===== src/rtl/vga_timing_pkg.sv =====
// vga_timing_pkg: 640x480@60 timing defaults and shared helpers for the scaled VGA controller.
// Contents: default timing constants, line/frame total, counter width, 10-bit colour expansion.
package vga_timing_pkg;

    localparam int H_ACTIVE_DEF = 640;
    localparam int H_FP_DEF     = 16;
    localparam int H_SYNC_DEF   = 96;
    localparam int H_BP_DEF     = 48;
    localparam int V_ACTIVE_DEF = 480;
    localparam int V_FP_DEF     = 10;
    localparam int V_SYNC_DEF   = 2;
    localparam int V_BP_DEF     = 33;

    function automatic int h_total(input int active, input int fp, input int sync, input int bp);
        return active + fp + sync + bp;
    endfunction

    function automatic int v_total(input int active, input int fp, input int sync, input int bp);
        return active + fp + sync + bp;
    endfunction

    // Bits needed to count 0..n-1
    function automatic int cnt_width(input int n);
        return (n > 2) ? $clog2(n) : 1;
    endfunction

    // Replicate the low bpc bits of c MSB-first until 10 bits are filled
    function automatic logic [9:0] expand10(input logic [9:0] c, input int bpc);
        logic [9:0] r;
        logic [3:0] k;
        r = '0;
        for (int i = 0; i < 10; i++) begin
            k = 4'(bpc - 1 - (i % bpc));
            r = {r[8:0], c[k]};
        end
        return r;
    endfunction

endpackage


===== src/rtl/vga_delay_line.sv =====
// vga_delay_line: enable-gated shift register of DEPTH stages, WIDTH bits wide (DEPTH=0 is a wire).
// Ports: clk, resetn (sync, active-low, loads RST_VAL), en (advance one stage), d (in), q (delayed out).
module vga_delay_line #(
    parameter int               WIDTH   = 3,
    parameter int               DEPTH   = 1,
    parameter logic [WIDTH-1:0] RST_VAL = '0
) (
    input  logic             clk,
    input  logic             resetn,
    input  logic             en,
    input  logic [WIDTH-1:0] d,
    output logic [WIDTH-1:0] q
);

    if (DEPTH == 0) begin : g_wire
        assign q = d;
    end else begin : g_pipe
        logic [WIDTH-1:0] stage [DEPTH];
        always_ff @(posedge clk) begin
            if (!resetn) begin
                for (int i = 0; i < DEPTH; i++) stage[i] <= RST_VAL;
            end else if (en) begin
                stage[0] <= d;
                for (int i = 1; i < DEPTH; i++) stage[i] <= stage[i-1];
            end
        end
        assign q = stage[DEPTH-1];
    end

endmodule


===== src/rtl/vga_xy_scaled_controller.sv =====
// vga_xy_scaled_controller: parametrised VGA timing with downscaled x/y memory addressing.
// Ports: CLOCK_50, resetn (sync, active-low); color in from memory (READ_LATENCY pixel clocks after x/y);
//        x/y scaled addresses, frame_start pulse; VGA_CLK/HS/VS/BLANK/SYNC and 10-bit VGA_R/G/B to the DAC.
module vga_xy_scaled_controller
    import vga_timing_pkg::*;
#(
    parameter int H_ACTIVE     = H_ACTIVE_DEF,
    parameter int H_FP         = H_FP_DEF,
    parameter int H_SYNC       = H_SYNC_DEF,
    parameter int H_BP         = H_BP_DEF,
    parameter int V_ACTIVE     = V_ACTIVE_DEF,
    parameter int V_FP         = V_FP_DEF,
    parameter int V_SYNC       = V_SYNC_DEF,
    parameter int V_BP         = V_BP_DEF,
    parameter int SCALE_LOG2   = 2,
    parameter int X_BITS       = 8,
    parameter int Y_BITS       = 7,
    parameter int BPC          = 1,
    parameter int READ_LATENCY = 1
) (
    input  logic              CLOCK_50,
    input  logic              resetn,
    input  logic [3*BPC-1:0]  color,
    output logic [X_BITS-1:0] x,
    output logic [Y_BITS-1:0] y,
    output logic              frame_start,
    output logic              VGA_CLK,
    output logic              VGA_HS,
    output logic              VGA_VS,
    output logic              VGA_BLANK,
    output logic              VGA_SYNC,
    output logic [9:0]        VGA_R,
    output logic [9:0]        VGA_G,
    output logic [9:0]        VGA_B
);

    localparam int H_TOTAL = h_total(H_ACTIVE, H_FP, H_SYNC, H_BP);
    localparam int V_TOTAL = v_total(V_ACTIVE, V_FP, V_SYNC, V_BP);
    localparam int HW      = cnt_width(H_TOTAL);
    localparam int VW      = cnt_width(V_TOTAL);
    localparam logic [HW-1:0] H_LAST = HW'(H_TOTAL - 1);
    localparam logic [VW-1:0] V_LAST = VW'(V_TOTAL - 1);

    logic [HW-1:0] hcount, h_nxt;
    logic [VW-1:0] vcount, v_nxt;
    logic          started, pix_en, h_wrap, act_nxt;
    logic          act, hs, vs, act_d, hs_d, vs_d;

    assign pix_en   = VGA_CLK;
    assign VGA_SYNC = 1'b0;

    // started is clear only until the first pixel tick, which loads (0,0) so frame 0 begins cleanly
    always_comb begin
        h_wrap  = hcount == H_LAST;
        h_nxt   = (!started || h_wrap) ? '0 : hcount + 1'b1;
        v_nxt   = !started ? '0 : !h_wrap ? vcount : (vcount == V_LAST) ? '0 : vcount + 1'b1;
        act_nxt = int'(h_nxt) < H_ACTIVE && int'(v_nxt) < V_ACTIVE;
        act     = started && int'(hcount) < H_ACTIVE && int'(vcount) < V_ACTIVE;
        hs      = int'(hcount) >= H_ACTIVE + H_FP && int'(hcount) < H_ACTIVE + H_FP + H_SYNC;
        vs      = int'(vcount) >= V_ACTIVE + V_FP && int'(vcount) < V_ACTIVE + V_FP + V_SYNC;
    end

    always_ff @(posedge CLOCK_50) begin
        if (!resetn) begin
            VGA_CLK     <= 1'b0;
            started     <= 1'b0;
            hcount      <= '0;
            vcount      <= '0;
            x           <= '0;
            y           <= '0;
            frame_start <= 1'b0;
        end else begin
            VGA_CLK     <= ~VGA_CLK;
            frame_start <= pix_en && h_nxt == '0 && v_nxt == '0;
            if (pix_en) begin
                started <= 1'b1;
                hcount  <= h_nxt;
                vcount  <= v_nxt;
                // addresses are built from the next count so they change together with it
                x       <= act_nxt ? X_BITS'(h_nxt >> SCALE_LOG2) : '0;
                y       <= act_nxt ? Y_BITS'(v_nxt >> SCALE_LOG2) : '0;
            end
        end
    end

    // flags wait out the memory read so they line up with the returned colour
    vga_delay_line #(
        .WIDTH  (3),
        .DEPTH  (READ_LATENCY),
        .RST_VAL(3'b000)
    ) u_delay (
        .clk   (CLOCK_50),
        .resetn(resetn),
        .en    (pix_en),
        .d     ({act, hs, vs}),
        .q     ({act_d, hs_d, vs_d})
    );

    always_ff @(posedge CLOCK_50) begin
        if (!resetn) begin
            VGA_HS    <= 1'b1;
            VGA_VS    <= 1'b1;
            VGA_BLANK <= 1'b0;
            VGA_R     <= '0;
            VGA_G     <= '0;
            VGA_B     <= '0;
        end else if (pix_en) begin
            VGA_HS    <= ~hs_d;
            VGA_VS    <= ~vs_d;
            VGA_BLANK <= act_d;
            VGA_R     <= act_d ? expand10(10'(color[3*BPC-1 -: BPC]), BPC) : '0;
            VGA_G     <= act_d ? expand10(10'(color[2*BPC-1 -: BPC]), BPC) : '0;
            VGA_B     <= act_d ? expand10(10'(color[BPC-1 -: BPC]), BPC) : '0;
        end
    end

endmodule


===== config.mk =====
export PLATFORM = sky130hd
export DESIGN_NAME = vga_xy_scaled_controller
export DESIGN_NICKNAME = d
export VERILOG_FILES = /design/src/rtl/vga_timing_pkg.sv /design/src/rtl/vga_delay_line.sv /design/src/rtl/vga_xy_scaled_controller.sv
export SDC_FILE = /design/constraint.sdc
export NUM_CORES = 1
export LEC_CHECK = 0
export ABC_AREA = 1
export CAP_MARGIN = 20
export CORE_UTILIZATION = 35
export DETAILED_ROUTE_END_ITERATION = 7
export PLACE_DENSITY = 0.62
export SETUP_SLACK_MARGIN = 0.2
export SLEW_MARGIN = 30
export SYNTH_ARGS = -nofsm -noshare
export SYNTH_HDL_FRONTEND = slang
export SYNTH_HIERARCHICAL = 1
export SYNTH_SLANG_ARGS = --single-unit

===== constraint.sdc =====
create_clock -name CLOCK_50 -period 4.1 [get_ports CLOCK_50]
set_clock_uncertainty 0.15 [all_clocks]
set_input_delay 0.82 -clock CLOCK_50 [delete_from_list [all_inputs] [get_ports CLOCK_50]]
set_output_delay 0.82 -clock CLOCK_50 [all_outputs]
set_load 0.01 [all_outputs]

==> metrics.md, run 1 <==
| Metric | Value |
|---|---|
| Switch share | 0.243 |
| CP endpoint kind | primary output |
| Peak supply drop | roughly 0.18 mV |
| Clock Tree Buf Depth | 2 |
| Post-synthesis mux area share | 0 |
| DRT antenna net count | 0 |
| Net Count, Synth | 393 |
| CP startpoint kind | flop |
| DRT Pass-1 Iters | 5 |
| I/O pin cnt | 56 |
| Pint | 680 uW |
| Final setup margin | 1.71 ns |
| # setup viols final | 0 |
| Sw power | roughly 220 uW |
| Post-synthesis adder-cell area fraction | 0.0180 |
| DRC violations left | 0 |
| Count leader, synth | nand2_1 |
| RSZ-0062 raised after global routing | no |
| Core ar. | ~7700 um^2 |
| Clock sink total | 47 |
| Ant diodes | 0 |
| Status | finished clean |
| Clk_lat worst skew | 0.30 ns |
| Register area share after synthesis | 0.349 |
| Critical-path top delay cell | clkdlybuf4s50_1 |
| LEAKAGE | 0.00131 uW |
| Die width | 91.2 um |
| GRT overflow | 0 |
| PD cells | about 270 nW/um^2 |
| Via Count | 2488 |
| CTS H-Tree Depth | 2 |
| Synth top cells by count | nand2_1, nor2_1, dfxtp_1, inv_1, nand3_1 |
| Synth Cell Area | 2780 um^2 |
| Global-route usage over all layers | 0.168 |
| Final Cycle Share | 0.584 |
| Crit Path Class | reg -> out |
| Root buffer cell | clkbuf_8 |
| IO buf count | 54 |
| CP arrival | 1.42 ns |
| Max cap viols | 0 |
| CTS tree | built |
| Largest family of logic cells by synthesized area | simple AND/OR/NAND/NOR gates |
| Post-Synthesis Cells | about 380 |
| Setup TNS | 0 ns |
| Hold Path Class | reg -> reg |
| Post-CTS Setup Repair Bufs | 0 |
| Vias per cell | 4.86 |
| R2r setup slk | between 1.5 and 2 ns |
| Xor and xnor area share after synthesis | 0.00629 |
| Worst Max-Slew Pin Slew | 0.730 ns |
| First-pass GRT wire length | 11.4 mm |
| Post-synth top area cell | dfxtp_1 |
| Global placement routability congestion | 0.938 |
| Synth Area in Compound Gates | 0.0854 |
| Simple-Gate Fraction of Synth Area | 0.384 |
| Combinational share of power | 0.077 |
| Crit path cell chain | clkdlybuf4s50_1 |
| Yosys Warn Count | 6 |
| Dominant synthesized flop cell | dfxtp_1 |
| Final Hold Viols | 0 |
| Initial drt markers | between 150 and 200 |
| Yosys cell types | 36 |
| Rel. slew slack | 0.513 |
| Post-DP HPWL | 5.22 mm |
| Number of global-route vias before repair | 2376 |
| Slowest stage delay, CP | 0.61 ns |
| Worst path bufs/invs | 1 |
| Initial antenna violation count | 0 |
| Mean post-synth cell area | 7.25 um^2 |
| Fillers | 765 |
| Final min period | 2.39 ns |
| # rows | 32 |
| Area share of the largest cell type after synthesis | 0.317 |
| Initial Util | 0.360 |
| Die ar. | 8310 um^2 |
| Worst EP required | around 3.1 ns |
| Reg power frac | 0.529 |
| Area Growth Syn to Fin | 18.8% |
| Async SR Flop Fraction | 0 |
| Cell family with most CP delay | buffers and inverters |
| Place WS | 1.68 ns |
| Slew Limit Fails | 0 |
| PostCTS Resize Cnt | 0 |
| Largest net degree at the start of global routing | 33 |
| Worst-path fanout max | 11 |
| Clock power share | 0.394 |
| Synth Register Bits | 47 |
| Num CTS Buffers | 5 |
| Final Routed Wirelength | 6.88 mm |
| Layout cells sized above 1 | 0.120 |
| Chip height | 91.2 um |
| Largest cells by area after synthesis | dfxtp_1, nand2_1, buf_4 |
| Cts-stage hold buffer count | 0 |
| Clk slew on worst S/H paths | 0.09 ns |
| Hold slack final | about 0.28 ns |
| Number of synthesized flops with an enable pin | 3 |
| Final #Nets | 418 |
| Drt wl/cell | 13.4 um |
| Fmax | 0.418 GHz |
## layout by cell type (no fill, tap or decap), types with 4 or more instances in the layout
master           synthesis  final
nand2_1                 84     84
clkdlybuf4s50_1          0     54
nor2_1                  49     49
dfxtp_1                 44     44
inv_1                   36     36
nand3_1                 35     35
o22ai_1                 15     15
nand3_2                 15     15
o21ai_0                 13     13
nand2_2                  9      9
nand4_1                  8      8
clkbuf_8                 0      5
ha_1                     4      4
## cell type report
class / count / area (um^2) / share of cell area
Multi-Input combinational cell: 257 / 1380 / 0.417
Sequential cell: 47 / 971 / 0.294
Timing Repair Buffer: 56 / 556 / 0.168
Inverter: 42 / 160 / 0.0484
Tap cell: 102 / 128 / 0.0386
Clock buffer: 5 / 68.8 / 0.0208
Clock inverter: 3 / 45.0 / 0.0136
## layer usage
metal,share of wire,global-route usage,vias to the layer above,routed length [um]
met2,0.48,0.292,69,3330
met4,0.014,0.0489,0,98
li1,-,-,1270,-
met3,0.041,0.0276,9,283
met1,0.46,0.214,1140,3170
met5,0,0,-,0
## state kept, by name (all words and copies together), names as in the netlist
name,cells
hcount,10
vcount,10
x,8
y,7
u_delay/g_pipe.stage,3
VGA_BLANK,1
VGA_B,1
VGA_CLK,1
VGA_G,1
VGA_HS,1
VGA_R,1
VGA_VS,1
frame_start,1
started,1
## through the flow
| stage | instances | utilization | power, uW | area, um^2 |
|---|---|---|---|---|
| 5_1_grt | 512 | 0.428 | 928 | 3310 |
| 3_3_place_gp | 504 | 0.413 | 555 | 3190 |
| 3_5_place_dp | 504 | 0.413 | 555 | 3190 |
| 2_1_floorplan | 384 | - | 529 | 2780 |
| 6_report | 512 | 0.428 | 899 | 3310 |
| 4_1_cts | 512 | 0.428 | 903 | 3310 |
## cells by family after synthesis
logic type / after synthesis
DFF: 47
buffers and inverters: 80
other: 1
AOI/OAI and AO/OA: 37
xor gates and xnor gates: 2
and+or+nand+nor: 213
adders and majority gates: 4
## power by group through the flow
stage	combinational, uW	clock (uW)	sequential [uW]
floorplan	45.4	0	484
global route	73.7	377	477
global placement	68.4	0	486
detailed placement	68.5	0	487
finish	69.0	354	476
CTS	68.7	359	476
## path summary, 6_finish.rpt
| kind | start | end | cells after the start |
|---|---|---|---|
| min reg2reg | u_delay/g_pipe.stage[0][0] | VGA_VS | 1 |
| max reg2reg | hcount[1] | x[7] | 9 |
| min | u_delay/g_pipe.stage[0][0] | VGA_VS | 1 |
| max | VGA_B[8] | VGA_B[2] | 1 |
No activity file was read; power rests on OpenSTA's default activity.
==> inputs of run 2 (changes only) <==
==> constraint.sdc (replaced) <==
create_clock -name CLOCK_50 -period 2.3 [get_ports CLOCK_50]
set_clock_uncertainty 0.15 [all_clocks]
set_input_delay 0.46 -clock CLOCK_50 [delete_from_list [all_inputs] [get_ports CLOCK_50]]
set_output_delay 0.46 -clock CLOCK_50 [all_outputs]
set_load 0.01 [all_outputs]
==> metrics.md, run 2 (same netlist as run 1, synthesis figures left out) <==
| Metric | Value |
|---|---|
| Status | finished clean (unchanged) |
| Final Hold Viols | 0 (unchanged) |
| Clock Tree Buf Depth | 2 (unchanged) |
| CTS tree | built (unchanged) |
| Largest net degree at the start of global routing | 33 (unchanged) |
| Max cap viols | 0 (unchanged) |
| GRT overflow | 0 (unchanged) |
| Initial drt markers | 164 (was 188) |
| Vias per cell | 4.85 (was 4.86) |
| Worst-path fanout max | 11 (unchanged) |
| Hold slack final | 0.273 ns (was 0.277 ns) |
| Num CTS Buffers | 5 (unchanged) |
| Area Growth Syn to Fin | 21.8% (was 18.8%) |
| Cts-stage hold buffer count | 0 (unchanged) |
| # rows | 32 (unchanged) |
| Top flop regs | hcount: 10 flops, vcount: 10 flops, x: 8 flops (unchanged) |
| Die width | 91.2 um (unchanged) |
| First-pass GRT wire length | 11.7 mm (was 11.4 mm) |
| Post-DP HPWL | 5.43 mm (was 5.22 mm) |
| Sw power | 385 uW (was 218 uW) |
| Layout cells sized above 1 | 0.148 (was 0.120) |
| Global placement routability congestion | 0.889 (was 0.938) |
| LEAKAGE | 0.00135 uW (was 0.00131 uW) |
| Final Cycle Share | 0.878 |
| Hold Path Class | reg -> reg (unchanged) |
| Clk slew on worst S/H paths | 0.08 ns (was 0.09 ns) |
| Worst reg2reg startpoint | hcount[0] (was hcount[1]) |
| DRT Pass-1 Iters | 4 (was 5) |
| RSZ-0062 raised after global routing | yes (was no) |
| Final min period | 2.02 ns |
| Switch share | 0.240 (was 0.243) |
| Clk_lat worst skew | 0.30 ns (about the same) |
| Final Total Pwr | 1600 uW (was 899 uW) |
| Worst path bufs/invs | 1 (unchanged) |
| Peak supply drop | 0.315 mV (was 0.182 mV) |
| Reg power frac | 0.527 (was 0.529) |
| Final Routed Wirelength | 7.23 mm (was 6.88 mm) |
| Setup TNS | 0 ns (unchanged) |
| Drt wl/cell | 14.0 um (was 13.4 um) |
| # setup viols final | 0 (unchanged) |
| Worst Max-Slew Pin Slew | 0.763 ns (was 0.730 ns) |
| Clock power share | 0.390 (was 0.394) |
| Slowest stage delay, CP | 0.61 ns (about the same) |
| CP arrival | 1.41 ns (was 1.42 ns) |
| Global-route usage over all layers | 0.176 (was 0.168) |
| Via Count | 2499 (was 2488) |
| Fmax | 0.495 GHz |
| Crit Path Class | reg -> out (unchanged) |
| CP startpoint kind | flop (unchanged) |
| Combinational share of power | 0.083 (was 0.077) |
| Worst EP required | 1.69 ns (was 3.13 ns) |
| Most frequent cells in the layout | nand2_1, clkdlybuf4s50_1, nor2_1, dfxtp_1, inv_1 (unchanged) |
| Initial Util | 0.360 (unchanged) |
| Crit path cell chain | clkdlybuf4s50_1 (unchanged) |
| IO buf count | 54 (unchanged) |
| Final #Nets | 421 (was 418) |
| Chip height | 91.2 um (unchanged) |
| CP endpoint kind | primary output (unchanged) |
| DRT antenna net count | 0 (unchanged) |
| Cell family with most CP delay | buffers and inverters (unchanged) |
| PD cells | 473 nW/um^2 (was 272 nW/um^2) |
| Core ar. | 7730 um^2 (unchanged) |
| Clock sink total | 47 (unchanged) |
| Die ar. | 8310 um^2 (unchanged) |
| Rel. slew slack | 0.491 (was 0.513) |
| Number of global-route vias before repair | 2304 (was 2376) |
| Crit. Startpoint | VGA_R[8] (was VGA_B[8]) |
| I/O pin cnt | 56 (unchanged) |
| DRC violations left | 0 (unchanged) |
| Slew Limit Fails | 0 (unchanged) |
| Critical-path top delay cell | clkdlybuf4s50_1 (unchanged) |
| Ant diodes | 0 (unchanged) |
| Pint | 1220 uW (was 680 uW) |
| Initial antenna violation count | 0 (unchanged) |
| Commonest non-fill, non-tap cell in the layout | nand2_1 (unchanged) |
| Root buffer cell | clkbuf_8 (unchanged) |
| Hold wc startpoint | u_delay/g_pipe.stage[0][0] (unchanged) |
| CTS H-Tree Depth | 2 (unchanged) |
## run 2: cell count changes in the layout (fill, tap and decap cells not counted), sizes merged
| cell | change |
|---|---|
| buf | +2 |
| nand3b | +1 |
## run 2: path summary, 6_finish.rpt
check / to / slack (ns) / cells past startpoint
worst max-delay path: VGA_R[6] / 0.28 / 1
worst min-delay path: VGA_VS / 0.27 / 1
worst max register to register: frame_start / 0.29 / 11
worst min register to register: VGA_VS / 0.27 / 1
## run 2: per-layer routing
metal / wire [um] / vias up / part of all wire / global-route usage
met5: 0 / - / 0 / 0
met4: 94 / 0 / 0.013 / 0.0370
met3: 264 / 11 / 0.037 / 0.0293
met2: 3430 / 49 / 0.47 / 0.299
met1: 3450 / 1158 / 0.48 / 0.233
li1: - / 1281 / - / -
## run 2: through the flow
stage / instance area (um^2) / utilization / worst slack [ns] / instances
after global placement: 3220 / 0.417 / 0.236 / 506
after detailed placement: 3220 / 0.417 / 0.206 / 506
after floorplan: 2780 / - / 0.466 / 384
after global routing: 3390 / 0.439 / 0.197 / 515
final: 3390 / 0.439 / 0.280 / 515
after CTS: 3340 / 0.433 / 0.197 / 514
## run 2: power groups by stage
stage	combinational, uW	clock, uW	sequential, uW
floorplan	80.9	0	863
detailed placement	131	0	863
global route	142	676	846
CTS	133	643	843
finish	133	626	844
global placement	131	0	862
## run 2: cell type report
| class | count | area, um^2 |
|---|---|---|
| Sequential cell | 47 | 976 |
| Tap cell | 102 | 128 |
| Clock inverter | 3 | 45.0 |
| Multi-Input combinational cell | 258 | 1430 |
| Timing Repair Buffer | 58 | 583 |
| Clock buffer | 5 | 68.8 |
| Fill cell | 803 | 4340 |
| Inverter | 42 | 163 |
## run 2: worst register-to-register path, stage by stage (launching register included)
cell and delay, ns:
dfxtp_2 0.37, ha_4 0.17, nand3_4 0.12, nor2_8 0.24, nand2_4 0.09, nand2_2 0.11, nor2_1 0.05, nor2_1 0.21
nand3_1 0.11, nor2_1 0.14, nand2_1 0.07, nor2_1 0.12
## run 2: repair_timing
item                       4_1_cts  5_1_grt
setup buffers                    0        0
hold endpoints to repair         0        0
cloned                           0        1
pin swaps                        0        1
setup endpoints to repair        2       23
resized for setup                2       10
==> inputs of run 3 (changes only) <==
--- a/config.mk
+++ b/config.mk
@@ -7,7 +7,9 @@
 export LEC_CHECK = 0
 export ABC_AREA = 1
 export CAP_MARGIN = 20
+export CORE_MARGIN = 1.5
 export CORE_UTILIZATION = 35
+export CTS_CLUSTER_SIZE = 28
 export DETAILED_ROUTE_END_ITERATION = 7
 export PLACE_DENSITY = 0.62
 export SETUP_SLACK_MARGIN = 0.2
==> metrics.md, run 3 (same netlist as run 1, synthesis figures left out) <==
| Metric | Value |
|---|---|
| Hold slack final | 0.276 ns (was 0.273 ns) |
| Slowest stage delay, CP | 0.61 ns (about the same) |
| Final #Nets | 423 (was 421) |
| Clock Tree Buf Depth | 2 (unchanged) |
| CTS tree | built (unchanged) |
| Setup TNS | 0 ns (unchanged) |
| Root buffer cell | clkbuf_8 (unchanged) |
| CP endpoint kind | primary output (unchanged) |
| Largest net degree at the start of global routing | 22 (was 33) |
| CTS H-Tree Depth | 2 (unchanged) |
| Clock sink total | 47 (unchanged) |
| Via Count | 2523 (was 2499) |
| Critical-path top delay cell | clkdlybuf4s50_1 (unchanged) |
| Final Total Pwr | 1520 uW (was 1600 uW) |
| CP startpoint kind | flop (unchanged) |
| Register area | 975 um^2 (was 976 um^2) |
| Peak supply drop | 0.279 mV (was 0.315 mV) |
| DRT Pass-1 Iters | 5 (was 4) |
| Initial antenna violation count | 0 (unchanged) |
| Area Growth Syn to Fin | 21.2% (was 21.8%) |
| First-pass GRT wire length | 11.7 mm (about the same) |
| IO buf count | 54 (unchanged) |
| # setup viols final | 0 (unchanged) |
| Status | finished clean (unchanged) |
| Num CTS Buffers | 5 (unchanged) |
| Worst EP required | 1.69 ns (about the same) |
| Crit path cell chain | clkdlybuf4s50_1 (unchanged) |
| Clk_lat worst skew | 0.31 ns (was 0.30 ns) |
| Final Hold Viols | 0 (unchanged) |
| Die width | 92.2 um (was 91.2 um) |
| Placed Cells | 508 (was 506) |
| Die ar. | 8490 um^2 (was 8310 um^2) |
| Layout Cells excl Fill | 517 (was 515) |
| Rel. slew slack | 0.503 (was 0.491) |
| Worst-path fanout max | 11 (unchanged) |
| Max cap viols | 0 (unchanged) |
| Chip height | 92.2 um (was 91.2 um) |
| Initial Util | 0.360 (unchanged) |
| Crit Path Class | reg -> out (unchanged) |
| Commonest non-fill, non-tap cell in the layout | nand2_1 (unchanged) |
| RSZ-0062 raised after global routing | yes (unchanged) |
| Number of global-route vias before repair | 2395 (was 2304) |
| CP arrival | 1.41 ns (about the same) |
| Cell family with most CP delay | buffers and inverters (unchanged) |
| Initial drt markers | 153 (was 164) |
| I/O pin cnt | 56 (unchanged) |
| Global placement routability congestion | 0.901 (was 0.889) |
| Vias per cell | 4.88 (was 4.85) |
| Hold Path Class | reg -> reg (unchanged) |
| Fillers | 780 (was 803) |
| Final Routed Wirelength | 7.23 mm (about the same) |
| Multi-input logic area | 1420 um^2 (was 1430 um^2) |
| Layout cells sized above 1 | 0.145 (was 0.148) |
| Final Util | 0.437 (was 0.439) |
| # rows | 32 (unchanged) |
| Most frequent cells in the layout | nand2_1, clkdlybuf4s50_1, nor2_1, dfxtp_1, inv_1 (unchanged) |
| Top flop regs | hcount: 10 flops, vcount: 10 flops, x: 8 flops (unchanged) |
| Worst Max-Slew Pin Slew | 0.745 ns (was 0.763 ns) |
| Final min period | 2.02 ns (about the same) |
| GRT overflow | 0 (unchanged) |
| Ant diodes | 0 (unchanged) |
| Final Cycle Share | 0.880 (was 0.878) |
| LEAKAGE | 0.00134 uW (was 0.00135 uW) |
| DRC violations left | 0 (unchanged) |
| Fmax | 0.494 GHz (was 0.495 GHz) |
| DRT antenna net count | 0 (unchanged) |
| Drt wl/cell | 14.0 um (about the same) |
| Global-route usage over all layers | 0.173 (was 0.176) |
| Post-CTS Setup Repair Bufs | 0 (unchanged) |
| Slew Limit Fails | 0 (unchanged) |
| Worst path bufs/invs | 1 (unchanged) |
| Clk slew on worst S/H paths | 0.09 ns (was 0.08 ns) |
| Core ar. | 7730 um^2 (unchanged) |
| Post-DP HPWL | 5.48 mm (was 5.43 mm) |
| PD cells | 452 nW/um^2 (was 473 nW/um^2) |
## run 3: cell type report
type | count | share of cell area
clock buffer | 6 | 0.0245
clock inverter | 2 | 0.00482
inverter | 42 | 0.0482
multi-input combinational | 258 | 0.422
sequential | 47 | 0.289
tap | 102 | 0.0378
timing repair buffer | 60 | 0.174
## run 3: metal layers
layer  wire length, um  global-route usage  share of wire  vias to the layer above
met5                 0                   0              0                        -
met4               115              0.0500          0.016                        0
met3               375              0.0390          0.052                       13
met2              3390               0.283           0.47                       67
met1              3340               0.228           0.46                     1166
li1                  -                   -              -                     1277
## run 3: power breakdown
part / total, uW / internal, uW / leakage, uW / switching (uW)
registers: 844 / 834 / 0.000389 / 10.3
clock network: 546 / 246 / 0.0000474 / 300
logic: 133 / 55.2 / 0.000907 / 78.1
## run 3: path summary, 6_finish.rpt
check | cells after the start | start | slack, ns | end
min reg2reg | 1 | u_delay/g_pipe.stage[0][0] | 0.28 | VGA_VS
max | 1 | VGA_G[8] | 0.28 | VGA_G[2]
min | 1 | u_delay/g_pipe.stage[0][0] | 0.28 | VGA_VS
max reg2reg | 11 | hcount[0] | 0.33 | frame_start
## run 3: metrics by stage
step	cell area, um^2	setup WS [ns]
finish	3370	0.276
floorplan	2780	0.466
detailed placement	3220	0.176
CTS	3320	0.209
global route	3370	0.199
global placement	3220	0.225
## run 3: timing repair
action	in CTS	in global routing
resized for setup	0	10
endpoints found under the setup margin	0	17
hold buffers	0	0
